[config.mk]
export PLATFORM = sky130hd
export DESIGN_NAME = vga_timing_gen_flat
export DESIGN_NICKNAME = d
export VERILOG_FILES = /design/src/rtl/vga_timing_gen_pkg.sv /design/src/rtl/vga_timing_gen_if.sv /design/src/rtl/vga_timing_gen_sync_delay_line.sv /design/src/rtl/vga_timing_gen.sv /design/src/flat_wrapper.sv
export SDC_FILE = /design/constraint.sdc
export NUM_CORES = 1
export LEC_CHECK = 0
export ABC_AREA = 1
export BUFFER_PORTS_ARGS = -buffer_cell sky130_fd_sc_hd__clkbuf_2
export CORE_ASPECT_RATIO = 0.75
export CORE_UTILIZATION = 55
export DETAILED_ROUTE_END_ITERATION = 8
export GPL_TIMING_DRIVEN = 0
export PLACE_DENSITY = 0.83
export SLEW_MARGIN = 0
export SYNTH_ARGS = -nofsm -noshare
export SYNTH_HDL_FRONTEND = slang
export SYNTH_SLANG_ARGS = --single-unit
[constraint.sdc]
create_clock -name vga_clk -period 5 [get_ports vga_clk]
set_clock_uncertainty 0.2 [all_clocks]
set_input_delay 0.25 -clock vga_clk [delete_from_list [all_inputs] [get_ports vga_clk]]
set_output_delay 0.25 -clock vga_clk [all_outputs]
set_load 0.02 [all_outputs]
[src/rtl/vga_timing_gen_pkg.sv]
// -----------------------------------------------------------------------------
// vga_timing_gen_pkg
//
// Shared VGA timing definitions. The default 640x480@60 constants live here so
// that the timing generator and the pixel generator agree on one raster
// geometry. Also holds the count types, the sync sideband bundle and its idle
// value, and a small window-decode helper.
// -----------------------------------------------------------------------------
package vga_timing_gen_pkg;

  // Default 640x480@60 (25 MHz pixel clock) horizontal timing, in pixels.
  localparam int DEF_H_VISIBLE = 640;
  localparam int DEF_H_FRONT   = 16;
  localparam int DEF_H_SYNC    = 96;
  localparam int DEF_H_BACK    = 48;
  localparam int DEF_H_TOTAL   = DEF_H_VISIBLE + DEF_H_FRONT + DEF_H_SYNC + DEF_H_BACK;

  // Default vertical timing, in lines.
  localparam int DEF_V_VISIBLE = 480;
  localparam int DEF_V_FRONT   = 10;
  localparam int DEF_V_SYNC    = 2;
  localparam int DEF_V_BACK    = 33;
  localparam int DEF_V_TOTAL   = DEF_V_VISIBLE + DEF_V_FRONT + DEF_V_SYNC + DEF_V_BACK;

  // Counter widths shared with the consumers of hcount/vcount.
  localparam int COUNT_W = 10;
  localparam int FRAME_W = 8;

  typedef logic [COUNT_W-1:0] count_t;
  typedef logic [FRAME_W-1:0] frame_t;

  // Sideband that travels through the alignment delay line.
  typedef struct packed {
    logic hs_n;
    logic vs_n;
    logic blank_n;
  } sync_bits_t;

  // Idle (reset) value of the sideband: syncs inactive, video blanked.
  localparam sync_bits_t SYNC_IDLE = '{hs_n: 1'b1, vs_n: 1'b1, blank_n: 1'b0};

  // True when pos lies in the half-open window [lo, hi).
  function automatic logic in_window(count_t pos, count_t lo, count_t hi);
    return (pos >= lo) && (pos < hi);
  endfunction

endpackage

[src/rtl/vga_timing_gen_if.sv]
// -----------------------------------------------------------------------------
// vga_timing_gen_if
//
// Raster-timing bundle between the timing generator (master) and its
// consumers: pixel generator, ROM address logic, game FSM and the video DAC
// (slave).
//
//   hcount, vcount  undelayed pixel/line counts
//   visible         undelayed active-area flag
//   line_start      pulse at hcount==0
//   frame_start     pulse at hcount==0 && vcount==0
//   frame_count     frames completed since reset (wraps)
//   vga_hs, vga_vs  active-low syncs, aligned to pixel data
//   vga_blank_n     active-low blank, aligned to pixel data
//   vga_sync_n      DAC composite sync (unused, held low)
// -----------------------------------------------------------------------------
interface vga_timing_gen_if;
  import vga_timing_gen_pkg::*;

  count_t hcount;
  count_t vcount;
  logic   visible;
  logic   line_start;
  logic   frame_start;
  frame_t frame_count;
  logic   vga_hs;
  logic   vga_vs;
  logic   vga_blank_n;
  logic   vga_sync_n;

  modport master (
    output hcount, vcount, visible, line_start, frame_start, frame_count,
           vga_hs, vga_vs, vga_blank_n, vga_sync_n
  );

  modport slave (
    input  hcount, vcount, visible, line_start, frame_start, frame_count,
           vga_hs, vga_vs, vga_blank_n, vga_sync_n
  );

endinterface

[src/rtl/vga_timing_gen_sync_delay_line.sv]
// -----------------------------------------------------------------------------
// vga_timing_gen_sync_delay_line
//
// Parameterised shift register used to align sideband bits (sync, blank and
// any future overlay flags) with pixel data that arrives a fixed number of
// clocks after the raster count.
//
//   clk   clock
//   rst   asynchronous active-high reset; every stage loads RESET_VAL
//   din   WIDTH-bit sideband input
//   dout  din delayed by exactly DEPTH cycles (DEPTH==0 is a wire)
// -----------------------------------------------------------------------------
module vga_timing_gen_sync_delay_line #(
  parameter int               WIDTH     = 3,
  parameter int               DEPTH     = 1,
  parameter logic [WIDTH-1:0] RESET_VAL = '0
) (
  input  logic             clk,
  input  logic             rst,
  input  logic [WIDTH-1:0] din,
  output logic [WIDTH-1:0] dout
);

  generate
    if (DEPTH == 0) begin : g_pass
      // No stages: clock and reset are intentionally unused.
      logic unused_ctrl;
      assign unused_ctrl = clk ^ rst;
      assign dout        = din;
    end else begin : g_pipe
      logic [WIDTH-1:0] stage [DEPTH];

      // Stage 0 captures din; stage k captures stage k-1.
      always_ff @(posedge clk or posedge rst) begin
        if (rst) begin
          for (int i = 0; i < DEPTH; i++) begin
            stage[i] <= RESET_VAL;
          end
        end else begin
          stage[0] <= din;
          for (int i = 1; i < DEPTH; i++) begin
            stage[i] <= stage[i-1];
          end
        end
      end

      assign dout = stage[DEPTH-1];
    end
  endgenerate

endmodule

[src/rtl/vga_timing_gen.sv]
// -----------------------------------------------------------------------------
// vga_timing_gen
//
// VGA raster timing source. Free-running horizontal/vertical counters drive
// the pixel generator directly; the sync and blank strobes for the DAC are
// pushed through a PIX_DELAY-deep delay line so they line up with pixel data
// that is valid one ROM read after the count. Line/frame strobes and a frame
// counter let the game logic update state only between frames.
//
//   vga_clk  pixel clock (25 MHz at default timing)
//   reset    asynchronous active-high reset
//   vga      vga_timing_gen_if master: hcount, vcount, visible, line_start,
//            frame_start, frame_count, vga_hs, vga_vs, vga_blank_n, vga_sync_n
// -----------------------------------------------------------------------------
module vga_timing_gen
  import vga_timing_gen_pkg::*;
#(
  parameter int H_VISIBLE = DEF_H_VISIBLE,
  parameter int H_FRONT   = DEF_H_FRONT,
  parameter int H_SYNC    = DEF_H_SYNC,
  parameter int H_BACK    = DEF_H_BACK,
  parameter int V_VISIBLE = DEF_V_VISIBLE,
  parameter int V_FRONT   = DEF_V_FRONT,
  parameter int V_SYNC    = DEF_V_SYNC,
  parameter int V_BACK    = DEF_V_BACK,
  parameter int PIX_DELAY = 1
) (
  input  logic              vga_clk,
  input  logic              reset,
  vga_timing_gen_if.master  vga
);

  localparam int H_TOTAL = H_VISIBLE + H_FRONT + H_SYNC + H_BACK;
  localparam int V_TOTAL = V_VISIBLE + V_FRONT + V_SYNC + V_BACK;

  // Reject geometries the 10-bit counters cannot hold and delays the
  // alignment pipeline is not meant for.
  generate
    if (PIX_DELAY < 0 || PIX_DELAY > 4) begin : g_bad_delay
      $error("vga_timing_gen: PIX_DELAY=%0d outside 0..4", PIX_DELAY);
    end
    if (H_TOTAL > 1024) begin : g_bad_h_total
      $error("vga_timing_gen: H_TOTAL=%0d exceeds 1024", H_TOTAL);
    end
    if (V_TOTAL > 1024) begin : g_bad_v_total
      $error("vga_timing_gen: V_TOTAL=%0d exceeds 1024", V_TOTAL);
    end
  endgenerate

  // Decode constants at counter width.
  localparam count_t H_LAST   = count_t'(H_TOTAL - 1);
  localparam count_t V_LAST   = count_t'(V_TOTAL - 1);
  localparam count_t H_VIS    = count_t'(H_VISIBLE);
  localparam count_t V_VIS    = count_t'(V_VISIBLE);
  localparam count_t HS_START = count_t'(H_VISIBLE + H_FRONT);
  localparam count_t HS_END   = count_t'(H_VISIBLE + H_FRONT + H_SYNC);
  localparam count_t VS_START = count_t'(V_VISIBLE + V_FRONT);
  localparam count_t VS_END   = count_t'(V_VISIBLE + V_FRONT + V_SYNC);

  count_t     hcount;
  count_t     vcount;
  frame_t     frame_count;
  logic       h_wrap;
  logic       v_wrap;
  logic       visible;
  sync_bits_t sync_raw;
  sync_bits_t sync_dly;

  assign h_wrap = (hcount == H_LAST);
  assign v_wrap = (vcount == V_LAST);

  // ---- Raster counters ------------------------------------------------------
  // vcount only moves on a line wrap; frame_count only on the combined
  // line+frame wrap, i.e. the edge that brings both counts back to 0/0.
  always_ff @(posedge vga_clk or posedge reset) begin
    if (reset) begin
      hcount      <= '0;
      vcount      <= '0;
      frame_count <= '0;
    end else if (h_wrap) begin
      hcount <= '0;
      if (v_wrap) begin
        vcount      <= '0;
        frame_count <= frame_count + 8'd1;
      end else begin
        vcount <= vcount + 10'd1;
      end
    end else begin
      hcount <= hcount + 10'd1;
    end
  end

  // ---- Raw decode (same cycle as the counts) --------------------------------
  assign visible          = (hcount < H_VIS) && (vcount < V_VIS);
  assign sync_raw.hs_n    = ~in_window(hcount, HS_START, HS_END);
  assign sync_raw.vs_n    = ~in_window(vcount, VS_START, VS_END);
  assign sync_raw.blank_n = visible;

  // ---- Alignment delay: sync/blank follow the counts by PIX_DELAY cycles ----
  // Stages reset to the idle pattern so no sync glitch appears after reset.
  vga_timing_gen_sync_delay_line #(
    .WIDTH     ($bits(sync_bits_t)),
    .DEPTH     (PIX_DELAY),
    .RESET_VAL (SYNC_IDLE)
  ) u_sync_delay (
    .clk  (vga_clk),
    .rst  (reset),
    .din  (sync_raw),
    .dout (sync_dly)
  );

  // ---- Interface outputs ----------------------------------------------------
  assign vga.hcount      = hcount;
  assign vga.vcount      = vcount;
  assign vga.visible     = visible;
  assign vga.line_start  = (hcount == '0);
  assign vga.frame_start = (hcount == '0) && (vcount == '0);
  assign vga.frame_count = frame_count;
  assign vga.vga_hs      = sync_dly.hs_n;
  assign vga.vga_vs      = sync_dly.vs_n;
  assign vga.vga_blank_n = sync_dly.blank_n;
  assign vga.vga_sync_n  = 1'b0;

endmodule

[src/flat_wrapper.sv]
// flat-port wrapper written by rule: the top's interface ports become plain ports
module vga_timing_gen_flat import vga_timing_gen_pkg::*;
#(
  parameter int H_VISIBLE = DEF_H_VISIBLE,
  parameter int H_FRONT   = DEF_H_FRONT,
  parameter int H_SYNC    = DEF_H_SYNC,
  parameter int H_BACK    = DEF_H_BACK,
  parameter int V_VISIBLE = DEF_V_VISIBLE,
  parameter int V_FRONT   = DEF_V_FRONT,
  parameter int V_SYNC    = DEF_V_SYNC,
  parameter int V_BACK    = DEF_V_BACK,
  parameter int PIX_DELAY = 1
)
  (vga_clk, reset, vga_hcount, vga_vcount, vga_visible, vga_line_start, vga_frame_start, vga_frame_count, vga_vga_hs, vga_vga_vs, vga_vga_blank_n, vga_vga_sync_n);
  vga_timing_gen_if vga_i ();
  input  logic vga_clk;
  input  logic reset;
  output wire logic [$bits(vga_i.hcount)-1:0] vga_hcount;
  output wire logic [$bits(vga_i.vcount)-1:0] vga_vcount;
  output wire logic [$bits(vga_i.visible)-1:0] vga_visible;
  output wire logic [$bits(vga_i.line_start)-1:0] vga_line_start;
  output wire logic [$bits(vga_i.frame_start)-1:0] vga_frame_start;
  output wire logic [$bits(vga_i.frame_count)-1:0] vga_frame_count;
  output wire logic [$bits(vga_i.vga_hs)-1:0] vga_vga_hs;
  output wire logic [$bits(vga_i.vga_vs)-1:0] vga_vga_vs;
  output wire logic [$bits(vga_i.vga_blank_n)-1:0] vga_vga_blank_n;
  output wire logic [$bits(vga_i.vga_sync_n)-1:0] vga_vga_sync_n;
  assign vga_hcount = vga_i.hcount;
  assign vga_vcount = vga_i.vcount;
  assign vga_visible = vga_i.visible;
  assign vga_line_start = vga_i.line_start;
  assign vga_frame_start = vga_i.frame_start;
  assign vga_frame_count = vga_i.frame_count;
  assign vga_vga_hs = vga_i.vga_hs;
  assign vga_vga_vs = vga_i.vga_vs;
  assign vga_vga_blank_n = vga_i.vga_blank_n;
  assign vga_vga_sync_n = vga_i.vga_sync_n;
  vga_timing_gen #(.H_VISIBLE(H_VISIBLE), .H_FRONT(H_FRONT), .H_SYNC(H_SYNC), .H_BACK(H_BACK), .V_VISIBLE(V_VISIBLE), .V_FRONT(V_FRONT), .V_SYNC(V_SYNC), .V_BACK(V_BACK), .PIX_DELAY(PIX_DELAY)) u_core (.vga_clk(vga_clk), .reset(reset), .vga(vga_i));
endmodule
# --- Yosys cells after proc, flatten, opt, wreduce, memory -nomap -nowiden ---
# Index checks and enable logic that the tools add are counted.
# Widths: inputs -> output; s select.
op_classes:
  addsub: 3
  n_mul: 0
  div: 0
  n_lt_le_gt_ge: 6
  eq_ne: 2
  shift: 0
  n_mux: 2
  bitwise: 2
  reduce_logical: 7
op_table:
  columns: ["cell", "n"]
  rows:
  - ["$add 10x1->10 const B", 2]
  - ["$eq 10x10->1 const B", 2]
  - ["$logic_not 10->1", 2]
  - ["$lt 10x10->1 const B", 2]
  - ["$lt 10x9->1 const B", 2]
  - ["$mux 10", 2]
  - ["$ge 10x10->1 const B", 1]
  - ["$ge 10x9->1 const B", 1]
  - ["$add 8x1->8 const B", 1]
  - ["$logic_and 1x1->1", 4]
  - ["$not 1->1", 2]
  - ["$reduce_and 2->1", 1]
totals:
  register_bits: 31
  latch_bits: 0
  mem_bits_rw: 0
  rom_bits: 0
  memories: 0

# --- Longest topological paths before layout ---
logic_depth:
  depth_word: 3
  mapped_depth: 9

# --- By module ---
# From an unflattened synthesis, not the netlist that was laid out.
unflattened:
  hier_cells: 220
  hier_area_um2: 1739.2
modules_own_cells:
  columns: ["module", "n_inst", "cells_per_inst", "area_each_um2", "seq_area_each_um2"]
  rows:
  - ["vga_timing_gen", 1, 216, 1657.8, 700.7]
  - ["vga_timing_gen_sync_delay_line", 1, 4, 81.3, 77.6]

# --- Least setup slack after synthesis ---
# OpenSTA, ideal clock, no wires.
synth_timing:
  path_type: "reg-to-output"
  from: "register u_core.hcount[8] (netlist: u_core.vga.hcount[8])"
  to: "output vga_visible"
  t_arrival_ns: 1.569
  t_required_ns: 4.550
  setup_slack_ns: 2.981
  path_stages_with_launch: 4
  cell_sequence: "dfrtp_1 > nand2_1 > inv_1 > nor4_1"
synth_via:
  elab_chain_cells: 2
synth_lines:
  columns: ["item", "line", "text"]
  rows:
  - ["start: declaration", "vga_timing_gen.sv:60", "count_t hcount;"]
  - ["start signal: assignment", "vga_timing_gen.sv:89", "hcount <= hcount + 10'd1;"]
  - ["$lt 10x10->1", "vga_timing_gen.sv:94", "assign visible = (hcount < H_VIS) && (vcount < V_VIS);"]
  - ["$logic_and 1x1->1", "vga_timing_gen.sv:94", null]
  - ["end: declaration", "flat_wrapper.sv:20", "output wire logic [$bits(vga_i.visible)-1:0] vga_visible;"]
# No other way between the ends.

# --- Worst setup path after layout ---
layout_timing:
  from: "register u_core.vcount[1] (netlist: u_core.vga.vcount[1])"
  to: "output vga_frame_start"
layout_via:
  elab_chain_cells: 2
layout_lines:
  columns: ["item", "line", "text"]
  rows:
  - ["start: declaration", "vga_timing_gen.sv:61", "count_t vcount;"]
  - ["start signal: assignment", "vga_timing_gen.sv:86", "vcount <= vcount + 10'd1;"]
  - ["$logic_not 10->1", "vga_timing_gen.sv:117", "assign vga.frame_start = (hcount == '0) && (vcount == '0);"]
  - ["$logic_and 1x1->1", "vga_timing_gen.sv:117", null]
  - ["end: declaration", "flat_wrapper.sv:22", "output wire logic [$bits(vga_i.frame_start)-1:0] vga_frame_start;"]
# No other way between the ends.

==> metrics.txt <==
Starting DRT DRC Count 158; largest net degree at the start of global routing 32; asr flop ratio synth 100%; Diodes inserted 0; Rows 17; number of clock sinks 31; grt total ovfl 0; die footprint 0.00352 sq mm; Clk Latency, worst-skew pair 0.28 ns; Yosys warnings 0; DR WL/cell 12.1 microns; Synth cell types 26; area occupied by multi-input gates 872 sq um; startpoint types flip-flop; Cells after Synth 236; power density of the placed cells 222 mW/mm^2; Core ar. 0.00302 sq mm; Worst path slowest cell dfrtp_1; Num CTS Buffers 5; Final Slew Violations 0; delay-heaviest family, CP simple AND/OR/NAND/NOR gates; Yosys top cell by area dfrtp_1; H-tree depth 2; most frequent cell after synthesis nand2_1; Worst-Margin Slew 1.14 ns; Fin. Hold Viols 0; CTS clk-pin slew, worst paths 0.06 ns; IO Pins 37; Critical Path Stages 7; WP data arrival 1.75 ns; Crit Path Max Fanout 5; CTS resizes 0; Die Y 51.6 microns; # fillers 254; CP bufs+invs 3; worst stage delay on the critical path 0.43 ns; First-pass DRT Iterations 4; fin crit share 44.0%; status complete, no violations; initial antenna violation count 0; Max Root-Sink Buffers 2; Hold Path Class input pin to asynchronous set/reset pin; P&R area growth vs syn 17.9%; Setup TNS Final 0 ns; sequential area share after synthesis 43.1%; max-cap violations 0; CTS tree built; top_reg_cell synth dfrtp_1; worst path required time 4.55 ns; Leakage 1.25 nW; GRT Util Overall 25.5%; initial cell density of the core 59.7%; HPWL Detailed 2810 microns; crit-path cells inv_1, ha_1, inv_1, nor2_1, nand4_1, nor3_1, clkbuf_2; Synthesized Nets 243; worst vdd ir 0.209 mV; share of the synthesized area in the top cell type 40.2%; Synth top cells by count nand2_1, inv_1, dfrtp_1; Crit Path Class flip-flop to primary output; DRC viols 0; buffers added on ports 35; Worst R2R Path Depth 8; Fmax 0.455 GHz; global-route wire length before repair 6440 microns; Reg area 778 sq um; synth top area cells dfrtp_1, nand2_1, inv_1; antenna viol nets, final 0; Post-synth EDFFs 0; Die X 68.1 microns; via count 1,639; R2R setup slack 3.16 ns; synthesized area per cell 7.65 sq um; CTS Root Cell clkbuf_8; vias per cell 5.17; fin nets 285; synthesized area 0.00180 sq mm; final core occ 70.4%; GPL Wtd Cong 0.802; Setup Buffers After CTS 0; worst slew margin relative to its limit 24.1%; layout cells sized above 1 20.4%; CTS Hold Bufs 0; endpoint class of the critical path primary output; RSZ-0062 raised after global routing false; most frequent cell on the critical path inv_1; Min Clock Period, post-route 2.20 ns; Seq cells post-synth 31; vias in the first global route 1,390; Total Wirelength 3840 microns; Final Setup Violations 0
logic make-up after synthesis:
logic type | after synthesis | synth area share [%]
AOI/OAI and AO/OA | 14 | 4.02
xor gates and xnor gates | 11 | 5.34
adders and majority gates | 5 | 3.47
buffers and inverters | 40 | 8.53
DFF | 31 | 43.1
other | 1 | 0.208
and+or+nand+nor | 134 | 35.3
sequential cells by signal, indices dropped and copies added (netlist names):
signal / count
u_core.vga.hcount: 10
u_core.vga.vcount: 10
u_core.vga.frame_count: 8
u_core.u_sync_delay.dout: 3
layout make-up:
type,instances,share of cell area [%]
sequential,31,36.6
timing repair buffer,35,8.24
multi-input combinational,165,41.0
inverter,39,6.88
tap,38,2.24
buffer,1,0.353
clock buffer,8,4.71
power by group:
part	leakage, nW	total (W)	switching (W)	internal (W)
logic	0.787	0.00000622	0.00000539	0.000000832
clock network	0.0515	0.000216	0.0000901	0.000126
registers	0.407	0.000251	0	0.000251
total	1.25	0.000473	0.0000954	0.000377
final timing paths:
path	startpoint	to
worst min-delay path	reset	u_core.vga.frame_count[7]
min in group vga_clk	u_core.vga.frame_count[7]	u_core.vga.frame_count[7]
max in group asynchronous	reset	u_core.vga.frame_count[5]
worst min register to register	u_core.vga.frame_count[7]	u_core.vga.frame_count[7]
worst max register to register	u_core.vga.vcount[1]	u_core.vga.frame_count[6]
worst max-delay path	u_core.vga.vcount[1]	vga_frame_start
layout by cell type (no fill, tap or decap):
master and n:
nand3_2 2, nand4_1 6, nor2_4 4, nor2_1 25, clkbuf_1 1, nor3_1 4, o31ai_1 1, nand3_1 17
buf_4 1, clkbuf_8 7, xnor2_1 1, a21oi_1 5, nand4_2 1, clkbuf_2 35, nand3b_1 2, nor2_8 1
nand2_1 67, xor2_1 10, o21ai_0 7, o21ai_1 1, nand2_4 1, dfstp_2 2, nand2_2 1, conb_1 1
ha_1 5, nor4_1 1, nor2_2 2, inv_1 39, dfrtp_1 29
layer usage:
layer  share of wire (%)  GRT usage, %
met1                  48          35.9
met2                  45          37.7
met3                 6.2          7.68
met4                0.83          6.60
met5                   0             0
through the flow:
step | setup slack, ns | hold WS, ns | total power (W) | instances | area [sq um]
after floorplan | 2.98 | 0.152 | 0.000260 | 236 | 1800
after global placement | 3.13 | 0.306 | 0.000262 | 309 | 2030
after detailed placement | 3.11 | 0.317 | 0.000262 | 309 | 2030
after CTS | 2.77 | 0.0896 | 0.000477 | 317 | 2130
after global routing | 2.67 | 0.154 | 0.000492 | 317 | 2130
final | 2.80 | 0.0390 | 0.000473 | 317 | 2130
(Power assumes the default switching activity.)
